**config.mk**
```make
export PLATFORM = sky130hd
export DESIGN_NAME = demux_edge_counter
export DESIGN_NICKNAME = d
export VERILOG_FILES = /design/src/rtl/demux_edge_counter.sv
export SDC_FILE = /design/constraint.sdc
export NUM_CORES = 1
export LEC_CHECK = 0
export BUFFER_PORTS_ARGS = -buffer_cell sky130_fd_sc_hd__buf_2
export CAP_MARGIN = 30
export CORE_MARGIN = 4
export CORE_UTILIZATION = 60
export DETAILED_ROUTE_END_ITERATION = 7
export HOLD_SLACK_MARGIN = 0.15
export PLACE_DENSITY = 0.79
export SETUP_SLACK_MARGIN = 0.5
export SYNTH_ARGS = -nofsm -noshare
export SYNTH_HDL_FRONTEND = slang
export SYNTH_SLANG_ARGS = --single-unit
```
**constraint.sdc**
```tcl
create_clock -name clk -period 3.8 [get_ports clk]
set_input_delay 0.19 -clock clk [delete_from_list [all_inputs] [get_ports clk]]
set_output_delay 0.19 -clock clk [all_outputs]
set_load 0.005 [all_outputs]
```
**src/rtl/demux_edge_counter.sv**
```systemverilog
// Per-channel rising-edge counter for the 1-to-8 demux outputs, with registered read/clear port.
// Optional sticky overflow flags are enabled by defining DEMUX_CNT_OVF_EN.
module demux_edge_counter #(
    parameter int CNT_W = 8,
    parameter int N_CH  = 8
) (
    input  logic             clk,
    input  logic             reset,
    input  logic [N_CH-1:0]  ch_in,
    input  logic             rd_en,
    input  logic [2:0]       rd_sel,
    output logic [CNT_W-1:0] rd_data,
    output logic             rd_valid,
    input  logic             clr_en,
    input  logic [2:0]       clr_sel,
    output logic             act_any,
    output logic [2:0]       act_ch
`ifdef DEMUX_CNT_OVF_EN
    ,
    output logic [N_CH-1:0]  ovf
`endif
);

    localparam logic [CNT_W-1:0] CNT_MAX = '1;

    logic [N_CH-1:0]  ch_q;
    logic [N_CH-1:0]  rise;
    logic [CNT_W-1:0] cnt_q [N_CH];
    logic [CNT_W-1:0] cnt_d [N_CH];
    logic [CNT_W-1:0] rd_data_q;
    logic             rd_valid_q;
    logic             act_any_q;
    logic [2:0]       act_ch_q;
    logic [2:0]       act_ch_d;

    assign rise = ch_in & ~ch_q;

    // A clear coinciding with an edge leaves a count of one so the edge is not lost.
    always_comb begin
        for (int k = 0; k < N_CH; k++) begin
            cnt_d[k] = cnt_q[k];
            if (clr_en && (clr_sel == 3'(k))) begin
                cnt_d[k] = rise[k] ? CNT_W'(1) : '0;
            end else if (rise[k] && (cnt_q[k] != CNT_MAX)) begin
                cnt_d[k] = cnt_q[k] + CNT_W'(1);
            end
        end
    end

    always_comb begin
        act_ch_d = 3'd0;
        for (int k = 0; k < N_CH; k++) begin
            if (ch_q[k]) act_ch_d = 3'(k);
        end
    end

`ifdef DEMUX_CNT_OVF_EN
    logic [N_CH-1:0] ovf_q;
    logic [N_CH-1:0] ovf_d;

    always_comb begin
        ovf_d = ovf_q;
        for (int k = 0; k < N_CH; k++) begin
            if (clr_en && (clr_sel == 3'(k))) begin
                ovf_d[k] = 1'b0;
            end else if (rise[k] && (cnt_q[k] == CNT_MAX)) begin
                ovf_d[k] = 1'b1;
            end
        end
    end

    always_ff @(posedge clk) begin
        if (reset) ovf_q <= '0;
        else       ovf_q <= ovf_d;
    end

    assign ovf = ovf_q;
`endif

    // ch_q resets high so a channel already asserted at reset release is not counted.
    always_ff @(posedge clk) begin
        if (reset) begin
            ch_q       <= '1;
            cnt_q      <= '{default: '0};
            rd_data_q  <= '0;
            rd_valid_q <= 1'b0;
            act_any_q  <= 1'b0;
            act_ch_q   <= 3'd0;
        end else begin
            ch_q       <= ch_in;
            cnt_q      <= cnt_d;
            rd_valid_q <= rd_en;
            if (rd_en) rd_data_q <= cnt_q[rd_sel];
            act_any_q  <= |ch_q;
            act_ch_q   <= act_ch_d;
        end
    end

    assign rd_data  = rd_data_q;
    assign rd_valid = rd_valid_q;
    assign act_any  = act_any_q;
    assign act_ch   = act_ch_q;

endmodule

```
* Word-level counts from Yosys, hierarchy flattened *
Cells that the tools add are included.

storage, ports and cells
  output and inout bits = 13
  input port bits = 18
  logic and storage cells = 100
  flip-flop bits (word level) = 85

operators by class
  eq/ne operators = 15
  reductions and logical operators = 26
  magnitude comparators = 1
  $add $sub $neg = 8
  multiplexer cells = 34
  bitwise logic cells = 3

operator list
  kind                 count
  $mux 8               18
  $add 8x1->8 const B  8
  $ne 8x8->1 const B   8
  $bmux 8 s3           1
  $mux 3               6
  $logic_and 1x1->1    16
  $reduce_bool 2->1    8
  $eq 3x3->1 const B   4
  $mux 1               9
  $and 8x8->8          1
  $not 8->8            1
  $reduce_or 8->1      1
  $eq 3x2->1 const B   2
  $ge 4x4->1 const B   1
  $not 3->4            1
  $eq 3x1->1 const B   1
  $logic_not 3->1      1

* Depth between registers and ports, before layout *
Gate-level depths: netlist of the first run.

  depth after elaboration = 7
  mapped depth = 6
  depth with buffers taken out = 5

* Least setup slack after synthesis of the first run *
Ideal clock, no wire load.

  path type = reg-to-reg
  start point = register cnt_q[56] in the netlist's numbering
  end point = register cnt_q[62] in the netlist's numbering
  arrival time = 1401 ps
  clock period less this slack = 1524 ps
  library setup time = 122 ps
  data required time = 3678 ps
  cell stages (with the launch flop) = 7
  setup slack = 2276 ps
  cells stage by stage = dfxtp_1 > ha_1 > and4_1 > clkbuf_1 > nor4_1 > xnor2_1 > nor2_1

on the way
  cells in the longest elaborated chain, start to end = 3

ends and longest elaborated chain
  item                                                RTL line  source
  start, declared                                     28        logic [CNT_W-1:0] cnt_q [N_CH];
  start signal, assigned                              91        cnt_q <= cnt_d;
  $add 8x1->8 / $ne 8x8->1 (equally long branches)    45, 44
  $mux 8 / $logic_and 1x1->1 (equally long branches)  44        end else if (rise[k] && (cnt_q[k] != CNT_MAX)) begin
  $mux 8 / $reduce_bool 2->1 (equally long branches)  n/a

Parallel ways exist; a longest one is shown, timed or not. The select of a mux whose other input is x is not followed.
A chain may end at the register's enable or synchronous reset.

* Worst setup path after layout of the first run *
  start point = input port ch_in[2]
  end point = register cnt_q[47] in the netlist's numbering

on the way
  cells in the longest elaborated chain, start to end = 3

ends and longest elaborated chain
  item                                RTL line  source
  start, declared                     9         input logic [N_CH-1:0] ch_in,
  $and 8x8->8                         36        assign rise = ch_in & ~ch_q;
  $logic_and 1x1->1                   44
  $reduce_bool 2->1 (no source line)  n/a

No other way between the ends.

==> impl_metrics.sql, run 1 <==
INSERT INTO impl_metrics (metric_group, metric, value, unit) VALUES
('drt', 'routed_wire_length_per_instance', '16.89', 'microns'),
('sta', 'max_clock_freq', '0.5650', 'GHz'),
('clock_network', 'ctsRootBufferMaster', 'clkbuf_8', ''),
('grt', 'grt_start_max_net_pins', '35', ''),
('power_and_ir_drop', 'intPower', '1.334', 'mW'),
('min_path', 'worst_hold_path_type', 'input port to flip-flop', ''),
('placed_design', 'detailedPlace.worstSlack', '2.187', 'ns'),
('final_layout', 'final_layout_size_suffix_gt1_frac', '0.1492', ''),
('synthesis', 'synth_fp_nets', '508', ''),
('worst_setup_path', 'crit_path_max_fanout', '8', ''),
('synthesis', 'number_of_flops_mapped_to_enable_cells_by_yosys', '0', ''),
('grt', 'first_pass_grt_wire_length', '17350', 'microns'),
('clock_network', 'clock_sinks', '85', ''),
('synthesis', 'post_synth_instance_area', '4446', 'sq um'),
('power_and_ir_drop', 'ir_worst_vdd', '221.1', 'uV'),
('floorplan', 'die_area', '8850', 'sq um'),
('final_layout', 'area.growth.synth_to_final', '10.47', '%'),
('clock_network', 'tritoncts', 'yes', ''),
('power_and_ir_drop', 'clockPowerShare', '0.397', ''),
('clock_network', 'ctsHtreeMaxLevel', '3', ''),
('worst_setup_path', 'crit_path_capture_type', 'flip-flop', ''),
('synthesis', 'post-synth-top-area-fraction', '0.3828', ''),
('synthesis', 'synth-warning-count', '0', ''),
('synthesis', 'post-synth-top-count-cell', 'dfxtp_1', ''),
('drt', 'final_ant_viol_nets', '0', ''),
('floorplan', 'std_cell_rows', '31', ''),
('clock_network', 'cts_inserted_buffers', '9', ''),
('floorplan', 'die_width', '94.08', 'microns'),
('sta', 'final-setup-viol-count', '0', ''),
('worst_setup_path', 'required', '4.10', 'ns'),
('worst_setup_path', 'cp_launch_type', 'input port', ''),
('floorplan', 'initial_utilization', '0.6162', ''),
('synthesis', 'synth_ff_type', 'dfxtp_1', ''),
('synthesis', 'synth.yosys.seq_area_share', '0.3828', ''),
('sta', 'final.period_utilization', '0.4658', ''),
('grt', 'all_layer_global_routing_usage', '0.2517', ''),
('grt', 'globalRoute.totalOverflow', '0', ''),
('worst_setup_path', 'timing.reg2reg.setup_slack', '2.15', 'ns'),
('clock_network', 'postCtsResizedCells', '0', ''),
('grt', 'grt_pass1_vias', '3520', ''),
('synthesis', 'synth_cell_type_count', '53', ''),
('sta', 'worst_clock_skew', '0.008524', 'ns'),
('power_and_ir_drop', 'p_total', '1.742', 'mW'),
('synthesis', 'ys_top_cells_by_area', 'dfxtp_1 38%, mux4_2 7.6%, nor2_1 4.6%', ''),
('placed_design', 'routabilityCongestion', '0.8938', ''),
('sta', 'finalSetupTns', '0', 'ns'),
('synthesis', 'synth_largest_area_cell', 'dfxtp_1', ''),
('power_and_ir_drop', 'pwr_density_cell', '354.6', 'nW/um^2'),
('sta', 'final.setup.worst_slack', '2.030', 'ns'),
('final_layout', 'nets', '537', ''),
('placed_design', 'portBuffers', '30', ''),
('power_and_ir_drop', 'seq_power_share', '0.533', ''),
('clock_network', 'cts.reportedPaths.clkPinSlew', '0.08', 'ns'),
('sta', 'timing_max_transition_violations_final', '0', ''),
('floorplan', 'floorplan.io_pins', '31', ''),
('placed_design', 'detailedPlacementHpwl', '7705', 'microns'),
('synthesis', 'ys_top_cells_by_count', '85 x dfxtp_1, 54 x nor2_1, 29 x nand3_1, 21 x a21oi_1', ''),
('floorplan', 'die_h', '94.08', 'microns'),
('sta', 'period_minus_slack', '1.770', 'ns'),
('grt', 'grt_antenna_before_repair', '0', ''),
('drt', 'routed_via_density', '6.314', ''),
('worst_setup_path', 'critical_path_class', 'input port to flip-flop', ''),
('drt', 'routed_wl', '10390', 'microns'),
('power_and_ir_drop', 'power_switching_share', '0.2341', ''),
('flow_run', 'maxCapViolCount', '0', ''),
('worst_setup_path', 'timing.critical_path.arrival', '2.07', 'ns'),
('sta', 'rel_slew_slack', '0.5351', ''),
('drt', 'via_count', '3883', ''),
('power_and_ir_drop', 'combPwrFrac', '0.071', ''),
('run_status', 'run_status', 'finished clean', ''),
('synthesis', 'syn_inst', '482', '');
[timing repair]
action | 4_1_cts | 5_1_grt
buffers inserted | 0 | 0
hold endpoints to repair | 8 | 0
hold buffers | 8 | 0
[cells by family (layout without fill, tap and decap cells)]
logic type	Yosys count	after routing	share of synthesized area
simple gates	209	209	0.2589
compound gates	99	99	0.1497
flops	85	85	0.3828
buf+inv	28	62	0.02842
xor+xnor	27	27	0.05320
mux	26	26	0.1044
fa+ha+maj	8	8	0.02252
[cell usage in the layout (no fill, tap or decap), types with 10 or more instances in the layout]
cell / synthesis / layout
a211oi_1: 14 / 14
a21oi_1: 21 / 21
buf_2: 4 / 30
dfxtp_1: 85 / 85
mux2i_1: 10 / 10
mux4_2: 15 / 15
nand2_1: 18 / 18
nand3_1: 29 / 29
nand4_1: 13 / 13
nor2_1: 54 / 54
nor3_1: 18 / 18
o211ai_1: 10 / 10
o21ai_0: 17 / 17
or2_2: 11 / 11
xnor2_1: 14 / 14
xor2_1: 13 / 13
[state kept, by name, summed over array words and instances (netlist names)]
name      cells
cnt_q        64
act_ch        3
ch_q          8
act_any       1
rd_data       8
rd_valid      1
[worst paths after layout]
path | startpoint | end
max | ch_in[2] | cnt_q[47]
min | rd_en | rd_valid
max reg2reg | ch_q[2] | cnt_q[47]
min reg2reg | rd_data[6] | rd_data[6]
[power groups by stage]
| stage | logic [mW] | registers [mW] | clock network (mW) |
|---|---|---|---|
| final | 0.123 | 0.928 | 0.691 |
| after global routing | 0.137 | 0.930 | 0.731 |
| after CTS | 0.123 | 0.927 | 0.700 |
| after detailed placement | 0.116 | 0.948 | 0 |
| after global placement | 0.113 | 0.947 | 0 |
| after floorplan | 0.0789 | 0.942 | 0 |
[final cells by class]
cell class | instances | area, sq um
multi-input cells | 369 | 2618
inverters | 8 | 30.03
clock buffers | 12 | 135.1
clock inverters | 4 | 72.57
flip-flops and latches | 85 | 1702
well taps | 99 | 123.9
repair buffers | 38 | 230.2
fillers | 596 | 2303
[critical path, cell delays in order]
cell and delay, ns:
dlygate4sd3_1 0.51, buf_2 0.10, nor2b_1 0.45, o211ai_2 0.25, or3_1 0.40, a21oi_1 0.16
[per-layer routing]
layer	up-vias	global-route usage	wire (microns)
met3	13	0.04808	741
met4	0	0.07341	130
met1	1835	0.3487	4675
li1	1883	-	-
met5	-	0	0
met2	152	0.3998	4840
[stage by stage]
stage               instances    util  hold WS [ns]  instance area [sq um]
floorplan                 482       -        0.2966                   4446
global placement          591  0.6408        0.3983                   4623
detailed placement        591  0.6408        0.4014                   4623
CTS                       615  0.6807        0.1718                   4911
global route              615  0.6807        0.1833                   4911
finish                    615  0.6807        0.1800                   4911
(Power assumes the default switching activity.)
==> run 2, diff against run 1 <==
- CORE_UTILIZATION: 60 -> 55
- PLACE_DENSITY: 0.79 -> 0.77
- clock period: 3.8 -> 1.6 ns (I/O delays scaled with it)
==> run 2 against run 1 <==
Net effect: final area increased by 34%; setup slack got worse by 1.8 ns; critical path type is now flip-flop to flip-flop; first-iteration DRC count increased by 46%; combinational power increased to 3.5 times the previous value.
==> impl_metrics.sql, run 2 (synthesis results as in run 1) <==
INSERT INTO impl_metrics (metric_group, metric, value, unit) VALUES
('worst_setup_path', 'timing.reg2reg.setup_slack', '0.19', 'ns'),
('sta', 'timing_max_transition_violations_final', '0', ''),
('worst_setup_path', 'worst_case_reg_to_reg_path_depth', '5', ''),
('clock_network', 'clock_sinks', '85', ''),
('sta', 'timing.hold.ws', '0.1611', 'ns'),
('drt', 'drcViolationCount', '0', ''),
('worst_setup_path', 'worst_r2r_dst', 'cnt_q[15]', ''),
('drt', 'drt_first_pass_iters', '6', ''),
('clock_network', 'clock_insertion_delay_worst_skew', '0.37', 'ns'),
('sta', 'finalSetupTns', '0', 'ns'),
('min_path', 'worst_hold_startpoint', 'reset', ''),
('final_layout', 'fillCellCount', '371', ''),
('power_and_ir_drop', 'pwr_density_cell', '606.4', 'nW/um^2'),
('drt', 'first_iter_violations', '384', ''),
('power_and_ir_drop', 'p_total', '3.991', 'mW'),
('floorplan', 'die_width', '97.91', 'microns'),
('worst_setup_path', 'regToRegStartpoint', 'ch_q[6]', ''),
('placed_design', 'dpl.cell_count', '600', ''),
('sta', 'worst_clock_skew', '0.01316', 'ns'),
('clock_network', 'cts.reportedPaths.clkPinSlew', '0.08', 'ns'),
('grt', 'first_pass_grt_wire_length', '21600', 'microns'),
('grt', 'grt_start_max_net_pins', '20', ''),
('clock_network', 'ctsHtreeMaxLevel', '3', ''),
('floorplan', 'die_h', '97.91', 'microns'),
('min_path', 'hold_path_depth', '3', ''),
('clock_network', 'tritoncts', 'yes', ''),
('final_layout', 'area.growth.synth_to_final', '48.07', '%'),
('grt', 'globalRoute.totalOverflow', '0', ''),
('drt', 'routed_wl', '15820', 'microns'),
('placed_design', 'portBuffers', '30', ''),
('clock_network', 'cts_inserted_buffers', '9', ''),
('flow_run', 'maxCapViolCount', '0', ''),
('power_and_ir_drop', 'ir_worst_vdd', '500.9', 'uV'),
('floorplan', 'floorplan.io_pins', '31', ''),
('placed_design', 'placedInstanceArea', '5016', 'sq um'),
('clock_network', 'ctsRootBufferMaster', 'clkbuf_8', ''),
('min_path', 'hold-path-endpoint', 'cnt_q[48]', ''),
('final_layout', 'flip_flop_count_of_the_largest_register_all_copies_and_words_added', '64', ''),
('worst_setup_path', 'crit_path_max_fanout', '4', ''),
('grt', 'grt_pass1_vias', '4202', ''),
('worst_setup_path', 'required', '1.84', 'ns'),
('worst_setup_path', 'timing.critical_path.arrival', '1.66', 'ns'),
('sta', 'grt_setup_unrepaired', 'true', ''),
('drt', 'routed_wire_length_per_instance', '22.34', 'microns'),
('power_and_ir_drop', 'p_leak', '2.373', 'nW'),
('final_layout', 'summed_area_of_non_filler_cells_in_the_final_layout', '6583', 'sq um'),
('grt', 'all_layer_global_routing_usage', '0.2778', ''),
('worst_setup_path', 'cp_launch_type', 'flip-flop', ''),
('grt', 'grt_antenna_before_repair', '1', ''),
('final_layout', 'final_cell_mix', '68 x buf_4, 54 x nor2_1, 47 x dfxtp_4, 30 x buf_2, 20 x dfxtp_2', ''),
('worst_setup_path', 'crit_path_capture_type', 'flip-flop', ''),
('sta', 'tightest_slew', '0.4884', 'ns'),
('worst_setup_path', 'critical_path_class', 'flip-flop to flip-flop', ''),
('final_layout', 'final_util', '0.8431', ''),
('drt', 'via_count', '4741', ''),
('final_layout', 'instances_no_fill', '708', ''),
('final_layout', 'nets', '629', ''),
('sta', 'final.period_utilization', '0.8844', ''),
('drt', 'routed_via_density', '6.696', ''),
('sta', 'period_minus_slack', '1.415', 'ns'),
('sta', 'finalHoldViolCount', '0', ''),
('floorplan', 'initial_utilization', '0.5694', ''),
('sta', 'rel_slew_slack', '0.6744', ''),
('sta', 'final-setup-viol-count', '0', ''),
('min_path', 'worst_hold_path_type', 'input port to flip-flop', ''),
('placed_design', 'detailedPlacementHpwl', '8253', 'microns'),
('floorplan', 'die_area', '9585', 'sq um'),
('sta', 'max_clock_freq', '0.7067', 'GHz'),
('sta', 'final.setup.worst_slack', '0.1850', 'ns'),
('floorplan', 'design.core.area', '7807', 'sq um'),
('clock_network', 'clockBufferDepth', '2', ''),
('final_layout', 'final_layout_size_suffix_gt1_frac', '0.5363', ''),
('final_layout', 'largest-register', 'cnt_q', ''),
('run_status', 'run_status', 'finished clean', ''),
('final_layout', 'layout_commonest_cell', 'buf_4', ''),
('placed_design', 'detailedPlace.worstSlack', '0.1458', 'ns'),
('floorplan', 'std_cell_rows', '32', ''),
('placed_design', 'routabilityCongestion', '0.8664', ''),
('drt', 'final_ant_viol_nets', '0', ''),
('final_layout', 'antenna_cells_inserted', '0', '');
==> run 2: cell types whose count changed in the layout (fill, tap and decap cells not counted), sizes merged <==
cell and change:
buf +87, bufinv -2, clkinv +1, clkinvlp -1, dlygate4sd3 +5
==> run 2: how the worst max path moves through the flow <==
stage,from,endpoint,slack (ns),cells after the start
final,ch_q[6],cnt_q[15],0.19,5
after CTS,cnt_q[19],cnt_q[16],0.28,4
after global placement,rd_sel[1],rd_data[0],0.16,4
after global routing,cnt_q[9],cnt_q[9],0.14,5
after floorplan,cnt_q[56],cnt_q[63],0.26,6
after detailed placement,rd_sel[1],rd_data[6],0.15,4
==> run 2: final cells by class <==
class                      count  area (sq um)  area share
tap                          102         127.6     0.01939
multi-input combinational    369          3342      0.5077
inverter                       8         30.03    0.004562
sequential                    85          1903      0.2891
clock inverter                 2         10.01    0.001521
timing repair buffer         130          1013      0.1540
clock buffer                  12         156.4     0.02376
==> run 2: critical path, stage by stage, from the launching register on <==
cell	delay (ns)
dfxtp_4	0.37
nand4b_1	0.24
buf_4	0.21
nor4_4	0.28
xnor2_1	0.15
nor2_1	0.06
==> run 2: report_power, final <==
group	switching, mW	total, mW	leakage, nW	internal (mW)
clock	0.777	1.42	0.0872	0.639
combinational	0.231	0.436	1.55	0.204
sequential	0.0476	2.14	0.734	2.09
==> run 2: repair_timing <==
action,CTS,global route
setup buffers,41,40
pin swaps,55,72
resized for setup,117,66
endpoints found under the setup margin,70,72
hold buffers,13,0
hold endpoints to repair,26,0
==> run 2: per-layer routing <==
layer	wire, microns	track usage
met4	588	0.1001
met5	37	0
met3	1426	0.04357
met2	7540	0.4429
met1	6223	0.3828
